### config.mk
export PLATFORM = sky130hd
export DESIGN_NAME = fp_result_drain
export DESIGN_NICKNAME = d
export VERILOG_FILES = /design/src/rtl/fp_result_drain.sv
export SDC_FILE = /design/constraint.sdc
export NUM_CORES = 1
export LEC_CHECK = 0
export CORE_MARGIN = 5
export CORE_UTILIZATION = 50
export CTS_BUF_LIST = sky130_fd_sc_hd__clkbuf_4
export CTS_CLUSTER_SIZE = 12
export DETAILED_ROUTE_END_ITERATION = 8
export PLACE_DENSITY = 0.92
export SETUP_SLACK_MARGIN = 0.3
export SLEW_MARGIN = 15
export SYNTH_ARGS = -nofsm -noshare
export SYNTH_HDL_FRONTEND = slang
export SYNTH_SLANG_ARGS = --single-unit
### constraint.sdc
create_clock -name clk -period 16.7 [get_ports clk]
set_input_delay 3.34 -clock clk [delete_from_list [all_inputs] [get_ports clk]]
set_output_delay 3.34 -clock clk [all_outputs]
set_load 0.02 [all_outputs]
### src/rtl/fp_result_drain.sv
// Drains filter-pipeline result vectors: captures one lane per cycle into a 2-entry FIFO and emits set-bit IDs lowest first.
// Optional feature macro: FP_DRAIN_DROP_CNT_EN builds a saturating dropped-vector counter on drop_cnt.
module fp_result_drain #(
  parameter int INPUTS           = 4,
  parameter int BIT_VEC_SIZE     = 128,
  parameter int BIT_VEC_SIZE_LOG = 7,
  localparam int SEL_W           = (INPUTS > 1) ? $clog2(INPUTS) : 1
) (
  input  logic                        clk,
  input  logic                        rst,
  input  logic [BIT_VEC_SIZE-1:0]     in [INPUTS],
  input  logic                        valid_in [INPUTS],
  input  logic [SEL_W-1:0]            lane_sel,
  output logic [BIT_VEC_SIZE_LOG-1:0] id_out,
  output logic                        id_valid,
  input  logic                        id_ready,
  output logic                        id_last,
  output logic                        id_none,
  output logic                        full,
  output logic [15:0]                 drop_cnt
);

  typedef enum logic [1:0] {IDLE, LOAD, SCAN} state_t;

  state_t                      state, state_next;
  logic [BIT_VEC_SIZE-1:0]     fifo_mem [2];
  logic                        wr_ptr, rd_ptr;
  logic [1:0]                  count, count_next;
  logic [BIT_VEC_SIZE-1:0]     scan_reg;
  logic [BIT_VEC_SIZE-1:0]     scan_rest;
  logic [BIT_VEC_SIZE_LOG-1:0] low_idx;
  logic [BIT_VEC_SIZE-1:0]     sel_vec;
  logic                        sel_valid;
  logic                        scan_last;
  logic                        beat_accept;
  logic                        retire;
  logic                        push_req;
  logic                        push_ok;
  logic                        fifo_full;

  always_comb begin
    sel_vec   = '0;
    sel_valid = 1'b0;
    for (int i = 0; i < INPUTS; i++) begin
      if (lane_sel == SEL_W'(i)) begin
        sel_vec   = in[i];
        sel_valid = valid_in[i];
      end
    end
  end

  // Lowest set bit wins; an all-zero register yields index 0.
  always_comb begin
    low_idx = '0;
    for (int i = BIT_VEC_SIZE - 1; i >= 0; i--) begin
      if (scan_reg[i]) low_idx = BIT_VEC_SIZE_LOG'(i);
    end
  end

  assign scan_rest = scan_reg & (scan_reg - BIT_VEC_SIZE'(1));
  assign scan_last = (scan_rest == '0);

  assign id_valid  = (state == SCAN) && !rst;
  assign id_out    = id_valid ? low_idx : '0;
  assign id_last   = id_valid && scan_last;
  assign id_none   = id_valid && (scan_reg == '0);

  // The vector being scanned keeps its FIFO slot until its last beat retires it,
  // so a push in the retiring cycle reuses that slot instead of being dropped.
  assign beat_accept = id_valid && id_ready;
  assign retire      = beat_accept && scan_last;
  assign fifo_full   = (count == 2'd2);
  assign full        = fifo_full && !rst;
  assign push_req    = sel_valid && !rst;
  assign push_ok     = push_req && (!fifo_full || retire);

  always_comb begin
    count_next = count;
    case ({push_ok, retire})
      2'b10:   count_next = count + 2'd1;
      2'b01:   count_next = count - 2'd1;
      default: count_next = count;
    endcase
  end

  always_comb begin
    state_next = state;
    case (state)
      IDLE: if (count != 2'd0) state_next = LOAD;
      LOAD: state_next = SCAN;
      SCAN: if (retire) state_next = (count_next != 2'd0) ? LOAD : IDLE;
      default: state_next = IDLE;
    endcase
  end

  always_ff @(posedge clk) begin
    if (rst) begin
      state    <= IDLE;
      count    <= '0;
      wr_ptr   <= 1'b0;
      rd_ptr   <= 1'b0;
      scan_reg <= '0;
    end else begin
      state <= state_next;
      count <= count_next;
      if (push_ok) wr_ptr <= ~wr_ptr;
      if (retire)  rd_ptr <= ~rd_ptr;
      if (state == LOAD)    scan_reg <= fifo_mem[rd_ptr];
      else if (beat_accept) scan_reg <= scan_rest;
    end
  end

  always_ff @(posedge clk) begin
    if (push_ok) fifo_mem[wr_ptr] <= sel_vec;
  end

`ifdef FP_DRAIN_DROP_CNT_EN
  logic        drop;
  logic [15:0] drop_q;

  assign drop = push_req && !push_ok;

  always_ff @(posedge clk) begin
    if (rst) begin
      drop_q <= '0;
    end else if (drop && (drop_q != 16'hFFFF)) begin
      drop_q <= drop_q + 16'd1;
    end
  end

  assign drop_cnt = rst ? 16'd0 : drop_q;
`else
  assign drop_cnt = 16'd0;
`endif

endmodule

==> results of run 1 <==
## layer usage
layer / GRT usage [%] / vias up / wire length (um)
met2: 51.5 / 964 / 37800
met3: 5.52 / 128 / 5600
met4: 10.3 / 0 / 2000
li1: - / 8874 / -
met5: 0 / - / 0
met1: 38.1 / 9555 / 29400
## Yosys cell counts, types with 42 or more instances
| master | number |
|---|---|
| clkbuf_1 | 146 |
| nor2_1 | 186 |
| mux2i_1 | 55 |
| o21ai_0 | 75 |
| nor4_1 | 61 |
| a31oi_1 | 42 |
| mux4_2 | 129 |
| mux2_2 | 49 |
| nor3_1 | 43 |
| nand2_1 | 137 |
| a211oi_1 | 68 |
| a21oi_1 | 108 |
| o211ai_1 | 45 |
| dfxtp_1 | 135 |
| edfxtp_1 | 256 |
## power by group through the flow
stage | clock network (uW) | registers (uW) | logic, uW
global route | 923 | 1210 | 970
CTS | 864 | 1200 | 890
floorplan | 0 | 1180 | 557
finish | 847 | 1200 | 907
global placement | 0 | 1210 | 875
detailed placement | 0 | 1220 | 883
## cell families after synthesis
| group | count (synthesis) |
|---|---|
| compound gates | 476 |
| xor+xnor | 2 |
| fa+ha+maj | 1 |
| buf+inv | 222 |
| flops | 391 |
| mux | 233 |
| other cells | 1 |
| simple gates | 661 |
## stage by stage
step	power [uW]	cells	setup WS, ns	cell area, um^2
2_1_floorplan	1740	2002	1.02	22000
3_3_place_gp	2090	2950	6.05	27500
3_5_place_dp	2100	2950	6.02	27500
4_1_cts	2950	3129	5.96	28800
5_1_grt	3100	3130	5.67	28800
6_report	2950	3130	5.96	28800
## worst max-delay path, delay by kind of cell
family / cells / cell delay (ns)
buffers and inverters: 3 / 1.33
AOI/OAI and AO/OA: 1 / 0.13
and+or+nand+nor: 10 / 2.57
## cell type report
type	count	area, um^2	share of cell area, %
Timing Repair Buffer	553	5480	19.0
Clock inverter	26	191	0.665
Inverter	32	120	0.417
Sequential cell	391	10400	36.1
Antenna cell	1	2.50	0.00869
Tap cell	585	732	2.54
Multi-Input combinational cell	1389	10700	37.3
Clock buffer	153	1150	3.99
## cell usage in the layout (no fill, tap or decap), types with 21 or more instances in the layout
master and count:
o21ai_0 75, dfxtp_1 134, nor4_1 61, o31ai_1 21
o211ai_1 45, buf_4 24, a31oi_1 42, mux4_2 129
nor2_1 186, inv_1 32, nand3_1 33, a21oi_1 108
clkdlybuf4s50_1 528, nor3_1 42, nand4_1 40, a211oi_1 68
clkbuf_4 153, mux2_2 49, nor2b_1 28, or4_1 36
edfxtp_1 256, mux2i_1 55, nand2_1 136
## final timing paths
| check | start | end | slack [ns] | depth (start not counted) |
|---|---|---|---|---|
| worst max register to register | scan_reg[36] | fifo_mem[0][26] | 9.54 | 12 |
| worst min register to register | rd_ptr | rd_ptr | 0.54 | 2 |
| worst max-delay path | rst | id_last | 5.96 | 14 |
| worst min-delay path | rd_ptr | rd_ptr | 0.54 | 2 |
==> run summary, run 1 <==
Post-synthesis register bit count: 391. The logs give 0 for the number of DRC violations after detailed routing and 0 for the final max-slew violation count. Flip-flop count of the largest register, all copies and words added: 256. The post-synthesis adder-cell area fraction is 0.0456%, and the total clock sinks is 391. The type of element launching the critical path was a primary input. Setup repair after global routing left no endpoint under its margin. Yosys attributes the largest share of cell area to edfxtp_1, mux4_2, dfxtp_1, nor2_1, mux2_2. After clock tree synthesis, the clock-pin slew on the worst setup and hold paths is 0.07 ns. The worst-case IR drop observed on VDD is 0.0596 mV. The combinational group share of total power came out at 30.7%. The largest stage delay on the critical path was 0.72 ns. The run finished with clean final reports. The net count of the finished layout is 2,983. The path class of the tightest hold or removal check is register to register. At the end of routability-driven placement, the weighted congestion stood at 0.986.

For the maximum number of pins on one net before global-route repair, the log shows 74. The hold violation count in the final report was 0. The final routed wire length divided by cell count came out at 23.9 um. For the worst-skew pair, the clock arrives at the later sink with an insertion delay of 0.83 ns. The final routed wirelength across all metal layers is 74,800 um, and the number of placed I/O pins is 548. For this run, the register share of the synthesized area comes to 47.3%.

TritonCTS built the clock tree. At the pin with the least slew margin, the transition time is 1.16 ns. Each instance of the synthesized netlist takes up on average 11.1 um^2. The region available for standard cell placement spans 0.0433 mm^2. The tools report the via count of the first global-routing pass as 20,200.

Traced cell by cell, the critical path runs through buf_4 > nor2_1 > nand2_1 > inv_1 > o211ai_1 > nor3_1 > nand4_1 > nor4b_1 > nand4_1 > nor4_1 > nand3_1 > or4_1 > nor4_2 > clkdlybuf4s50_1. Clock skew on the completed layout was measured at 0.0832 ns. In this run the worst path has a maximum fanout of 70.

The floorplan step set the die width to 220 um. The areal power density over the cells works out to 103 mW/mm^2. The net switching power figure came out at 999 uW. The post-synthesis cell area is 0.0220 mm^2, and the count of hold-fix buffers inserted at cts is 0. For the number of instances in the synthesized netlist, the log shows 1,987. The tools report the total via count after detailed routing as 19,500.

The headroom to the max-slew limit is 21.9%, and the shortest period the worst path allows is 10.74 ns. Net switching is 33.8% of the power. The synthesized design contains 256 enable-type register cells. The clock network accounts for 28.7% of the total power.

The top-area cell type share of the netlist area came out at 35.0%. Summed over all nets, the half-perimeter wirelength after detailed placement is 56,700 um. The logs give 93.1 MHz for the highest clock frequency the design can meet and 0 for the number of post-CTS setup repair buffers.

Measured along the y axis, the die boundary spans 220 um. Summing the areas of all xor and xnor instances in the mapped netlist gives 0.0798% of the synthesized area. Warning count from the yosys run: 0. Clock tree synthesis inserted a total of 95 buffers.

The cell that appears most often on the critical path is nand4_1. Before antenna repair, the detailed router went through 6 iterations. The largest individual stage delay along the critical path comes from the cell clkdlybuf4s50_1. The sort of element at the end of the critical path is a primary output. After floorplanning, the core was divided into 76 placement rows. Compared with the post-synthesis result, the final layout area differs by 31.2%. The area of the die was 0.0482 mm^2; the mean number of vias per cell was 6.24. For the buffer levels on the longest clock path, the log shows 3. The max-capacitance violation count was 0; the aggregate global routing overflow was 0. The run gives 29.9% as the overall routing resource usage.

Of the cells placed in the final design, the portion with a size suffix greater than 1 is 16.0%. In this run the number of H-tree levels came out at 3. The cell at the root of the clock tree was clkbuf_4.

After clock tree synthesis, the repair step resized 0 gates. Sequential cells account for 40.6% of the total power. The dominant combinational cell family by area after synthesis is multiplexers.

The tools report the critical path required time as 13.36 ns. STA puts the critical path data arrival time at 7.40 ns. The complex-gate fraction of the synthesized area is 14.6%.

The startpoint-to-endpoint class of the critical path is primary input to primary output. The initial utilization of the core area, before any placement, comes to 50.7%. Simple-gate share of the synthesized area: 15.6%. The number of antenna violations at the first check in global routing is 1. The number of inserted filler cells in the final layout came out at 3,241. Measured against the total synthesized area, the mux share comes to 18.3%. At the end of the flow the core is filled with cells to 66.6%. Of all cell types, the one taking the most synthesized area is edfxtp_1. The tools report the sum of negative setup slack as 0 ns.

Number of nets still failing antenna checks after routing: 0. Port buffering added 531 buffers. Among all flip-flop cells after synthesis, the most frequent one is edfxtp_1. The run gives 72 as the number of distinct library cell variants in the gate-level netlist after synthesis. For the smallest hold slack, the log shows 0.541 ns. In this run, the number of DRC markers left after iteration 0 of detailed routing was 1,848. The standby leakage power was 0.00963 uW; the first-pass GRT wire length was 113,000 um. The share of flip-flops with an asynchronous set or reset was 0%.

After layout, the worst path uses 64.3% of the clock period. Internal power comes to 1950 uW. Setup violations remaining at the end of the flow were counted as 0.
No activity file was read; power rests on OpenSTA's default activity.
==> run 2: changes to the inputs <==
--- a/config.mk
+++ b/config.mk
@@ -6,11 +6,11 @@
 export NUM_CORES = 1
 export LEC_CHECK = 0
 export CORE_MARGIN = 5
-export CORE_UTILIZATION = 50
+export CORE_UTILIZATION = 47
 export CTS_BUF_LIST = sky130_fd_sc_hd__clkbuf_4
 export CTS_CLUSTER_SIZE = 12
 export DETAILED_ROUTE_END_ITERATION = 8
-export PLACE_DENSITY = 0.92
+export PLACE_DENSITY = 0.91
 export SETUP_SLACK_MARGIN = 0.3
 export SLEW_MARGIN = 15
 export SYNTH_ARGS = -nofsm -noshare
==> constraint.sdc (replaced) <==
create_clock -name clk -period 9.8 [get_ports clk]
set_input_delay 1.96 -clock clk [delete_from_list [all_inputs] [get_ports clk]]
set_output_delay 1.96 -clock clk [all_outputs]
set_load 0.02 [all_outputs]
==> run 2 against run 1 <==
  * Critical path depth shrank 4
  * Global-route usage decreased by 1.4 points
  * Worst setup slack got worse by 4.7 ns
  * Hold slack improved by 0.013 ns
  * Critical endpoint unchanged
==> run summary, run 2 (synthesis gave the netlist of run 1 again) <==
The most common cell after layout, fill and taps aside is clkdlybuf4s50_1. The run gives 19,700 (-2.6%) as the via count of the first global-routing pass. The number of antenna violations at the first check in global routing is 1 (unchanged). The tools report the launch point of the critical path as scan_reg[36]. The number of failing setup endpoints in the final timing report was 0 (unchanged); the flop-to-flop setup slack was 3.43 ns (-6.11 ns). The logs give 0 (unchanged) for the number of post-CTS setup repair buffers and 0 (unchanged) for the total of cells resized after clock tree synthesis. The tools report the multi-input gate area in the final layout as 0.0107 mm^2 (+0.12%).

The run gives 0.0596 ns (-0.0236 ns) as the worst clock skew. The tools report the count of hold-fix buffers inserted at cts as 0 (unchanged). The worst setup path is launched from a register. Mean number of vias per cell: 6.19 (-0.73%).

The buffer levels on the longest clock path was 3 (unchanged). The maximum vdd ir drop was 0.105 mV (+76%). The die boundary width came out at 226 um (+3.0%). The total clock sinks was 391 (unchanged). The number of buffers inserted during clock tree synthesis was 96 (+1.1%). Peak fanout along the critical path: 9 (-87%). The utilization after layout was 62.2% (-4.4 points); the number of placed I/O pins was 548 (unchanged). The areal power density over the cells is 174 mW/mm^2 (+70%). The maximum number of pins on one net before global-route repair is 129 (+74%), and the pin slew with the least headroom to its limit is 1.27 ns (+0.110 ns). The tools report the worst setup path endpoint as id_last.

The final clock period utilization by the worst path was 87.2%. The run finished with clean final reports. For the standby leakage power, the log shows 0.00962 uW (about the same). The slowest stage of the critical path is the nor3_2 cell. Traced cell by cell, the critical path runs through nor4_1 > nand4_1 > nor3_2 > nand3_1 > o21a_1 > or4_1 > or3_1 > or4_1 > nor4_2 > clkdlybuf4s50_1. The tools report the insertion delay of the later-clocked pin in the worst-skew pair as 0.80 ns (-0.03 ns).

TritonCTS built the clock tree. The number of DRC violations after detailed routing came out at 0 (unchanged). Final routed wirelength across all metal layers: 75,900 um (+1.5%). The height of the die was 226 um (+3.0%); the total via count after detailed routing was 19,500 (-0.067%).

The depth of the most critical reg-to-reg path came out at 11 (-1). In the layout the commonest cells are clkdlybuf4s50_1, edfxtp_1, nor2_1. The weighted congestion at the end of routability-driven global placement came out at 0.963 (-2.4%). The final routed wire length divided by cell count came out at 24.1 um (+0.84%). The area of the die was 0.0511 mm^2 (+6.1%).

The tools report the detailed placement HPWL as 58,100 um (+2.5%). The overall routing resource usage was 28.4% (-1.4 points). Headroom to the max-slew limit: 14.5% (-7.4 points). The path class of the tightest hold or removal check is register to register. The flip-flop count of the largest register, all copies and words added is 256 (unchanged).

The tools report the count of H-tree levels built during CTS as 3 (unchanged). The run gives 0.554 ns (+0.0132 ns) as the smallest hold slack. The logs give 1,601 (-13%) for the initial DRC count and 0.0104 mm^2 (unchanged) for the area occupied by registers. The number of standard-cell rows in the floorplan was 79 (+3.9%); the max-capacitance violation count was 0 (unchanged). Setup repair after global routing left no endpoint under its margin. Cell at the root of the clock tree: clkbuf_4. The worst setup timing slack at the placement stage was 1.90 ns (-4.12 ns); the clock input transition at the sequential cells of the worst setup and hold paths was 0.06 ns (about the same). The shortest period the worst path allows was 8.54 ns; the count of input and output buffers was 531 (unchanged). The hold violation count in the final report is 0 (unchanged).

The largest stage delay on the critical path is 0.74 ns (+0.02 ns), and the number of search-and-repair iterations in the first detailed-routing pass is 5 (-1). The number of nets still failing antenna checks after routing came out at 0 (unchanged). The number of nets in the layout was 2,983 (unchanged); the number of inserted filler cells in the final layout was 3,583 (+11%). Proportion of layout cells with a drive suffix above 1: 16.0% (about the same).

The reg-to-reg critical path startpoint was scan_reg[0]. The initial standard-cell utilization of the core was 47.4% (-3.4 points). For the critical path required time, the log shows 7.84 ns (-5.52 ns).

By instance count, the cell type seen most on the critical path is or4_1. The run gives 0 (unchanged) as the final max-slew violation count. The worst register-to-register path ends at fifo_mem[1][52]. The tools report the sort of element at the end of the critical path as a primary output. The placeable core region was 0.0464 mm^2 (+7.1%). For the sum of negative setup slack, the log shows 0 ns (unchanged). The arrival time of the worst setup path came out at 6.58 ns (-0.82 ns).

The aggregate global routing overflow is 0 (unchanged), and the setup slack of the critical path after layout is 1.26 ns (-4.70 ns). For the highest clock frequency the design can meet, the log shows 117 MHz. The first-pass GRT wire length is 113,000 um (+0.79%). The area added between synthesis and finish is 31.3% (about the same). By startpoint and endpoint, the worst setup path is classified as register to primary output.
-- run 2: cell count changes in the layout (fill, tap and decap cells not counted), sizes merged --
cell    delta
bufinv     -2
clkbuf    +11
clkinv     -9
buf        -1
-- run 2: worst min-delay path by stage --
stage | from | to | slack (ns) | cells past startpoint
2_1_floorplan | rd_ptr | register | 0.48 | 2
3_3_place_gp | rd_ptr | register | 0.49 | 2
3_5_place_dp | rd_ptr | rd_ptr | 0.53 | 2
4_1_cts | rd_ptr | rd_ptr | 0.55 | 2
5_1_grt | scan_reg[127] | scan_reg[127] | 0.60 | 2
6_report | rd_ptr | rd_ptr | 0.55 | 2
-- run 2: worst max-delay path: cells and delay by family, from the launching register on --
family	cells	cell delay, ns
AND/OR/NAND/NOR	8	4.40
buffers and inverters	1	0.71
AO/OA/AOI/OAI	1	0.34
flip-flops	1	0.39
-- run 2: report_power, final --
group	switching [uW]	leakage [uW]	total (uW)	internal [uW]
Combinational	935	0.00538	1570	634
Clock	635	0.000796	1410	775
Sequential	137	0.00345	2040	1910
Total	1710	0.00962	5020	3310
-- run 2: per-layer routing --
metal	vias up	global-route usage (%)	part of all wire, %
met5	-	0	0
li1	8867	-	-
met4	0	7.35	1.6
met3	88	5.24	7.8
met2	940	49.0	51
met1	9613	37.4	40
-- run 2: cell type report --
type | count | area share (%)
Sequential cell | 391 | 36.1
Clock inverter | 15 | 0.291
Inverter | 32 | 0.417
Tap cell | 607 | 2.63
Timing Repair Buffer | 552 | 19.0
Antenna cell | 1 | 0.00868
Clock buffer | 164 | 4.27
Multi-Input combinational cell | 1389 | 37.3
-- run 2: metrics by stage --
| step | total power [uW] | instance area [um^2] | std cells |
|---|---|---|---|
| final | 5020 | 28800 | 3151 |
| after global routing | 5270 | 28800 | 3151 |
| after CTS | 5020 | 28800 | 3150 |
| after detailed placement | 3610 | 27500 | 2971 |
| after global placement | 3590 | 27500 | 2971 |
| after floorplan | 2940 | 22000 | 2002 |
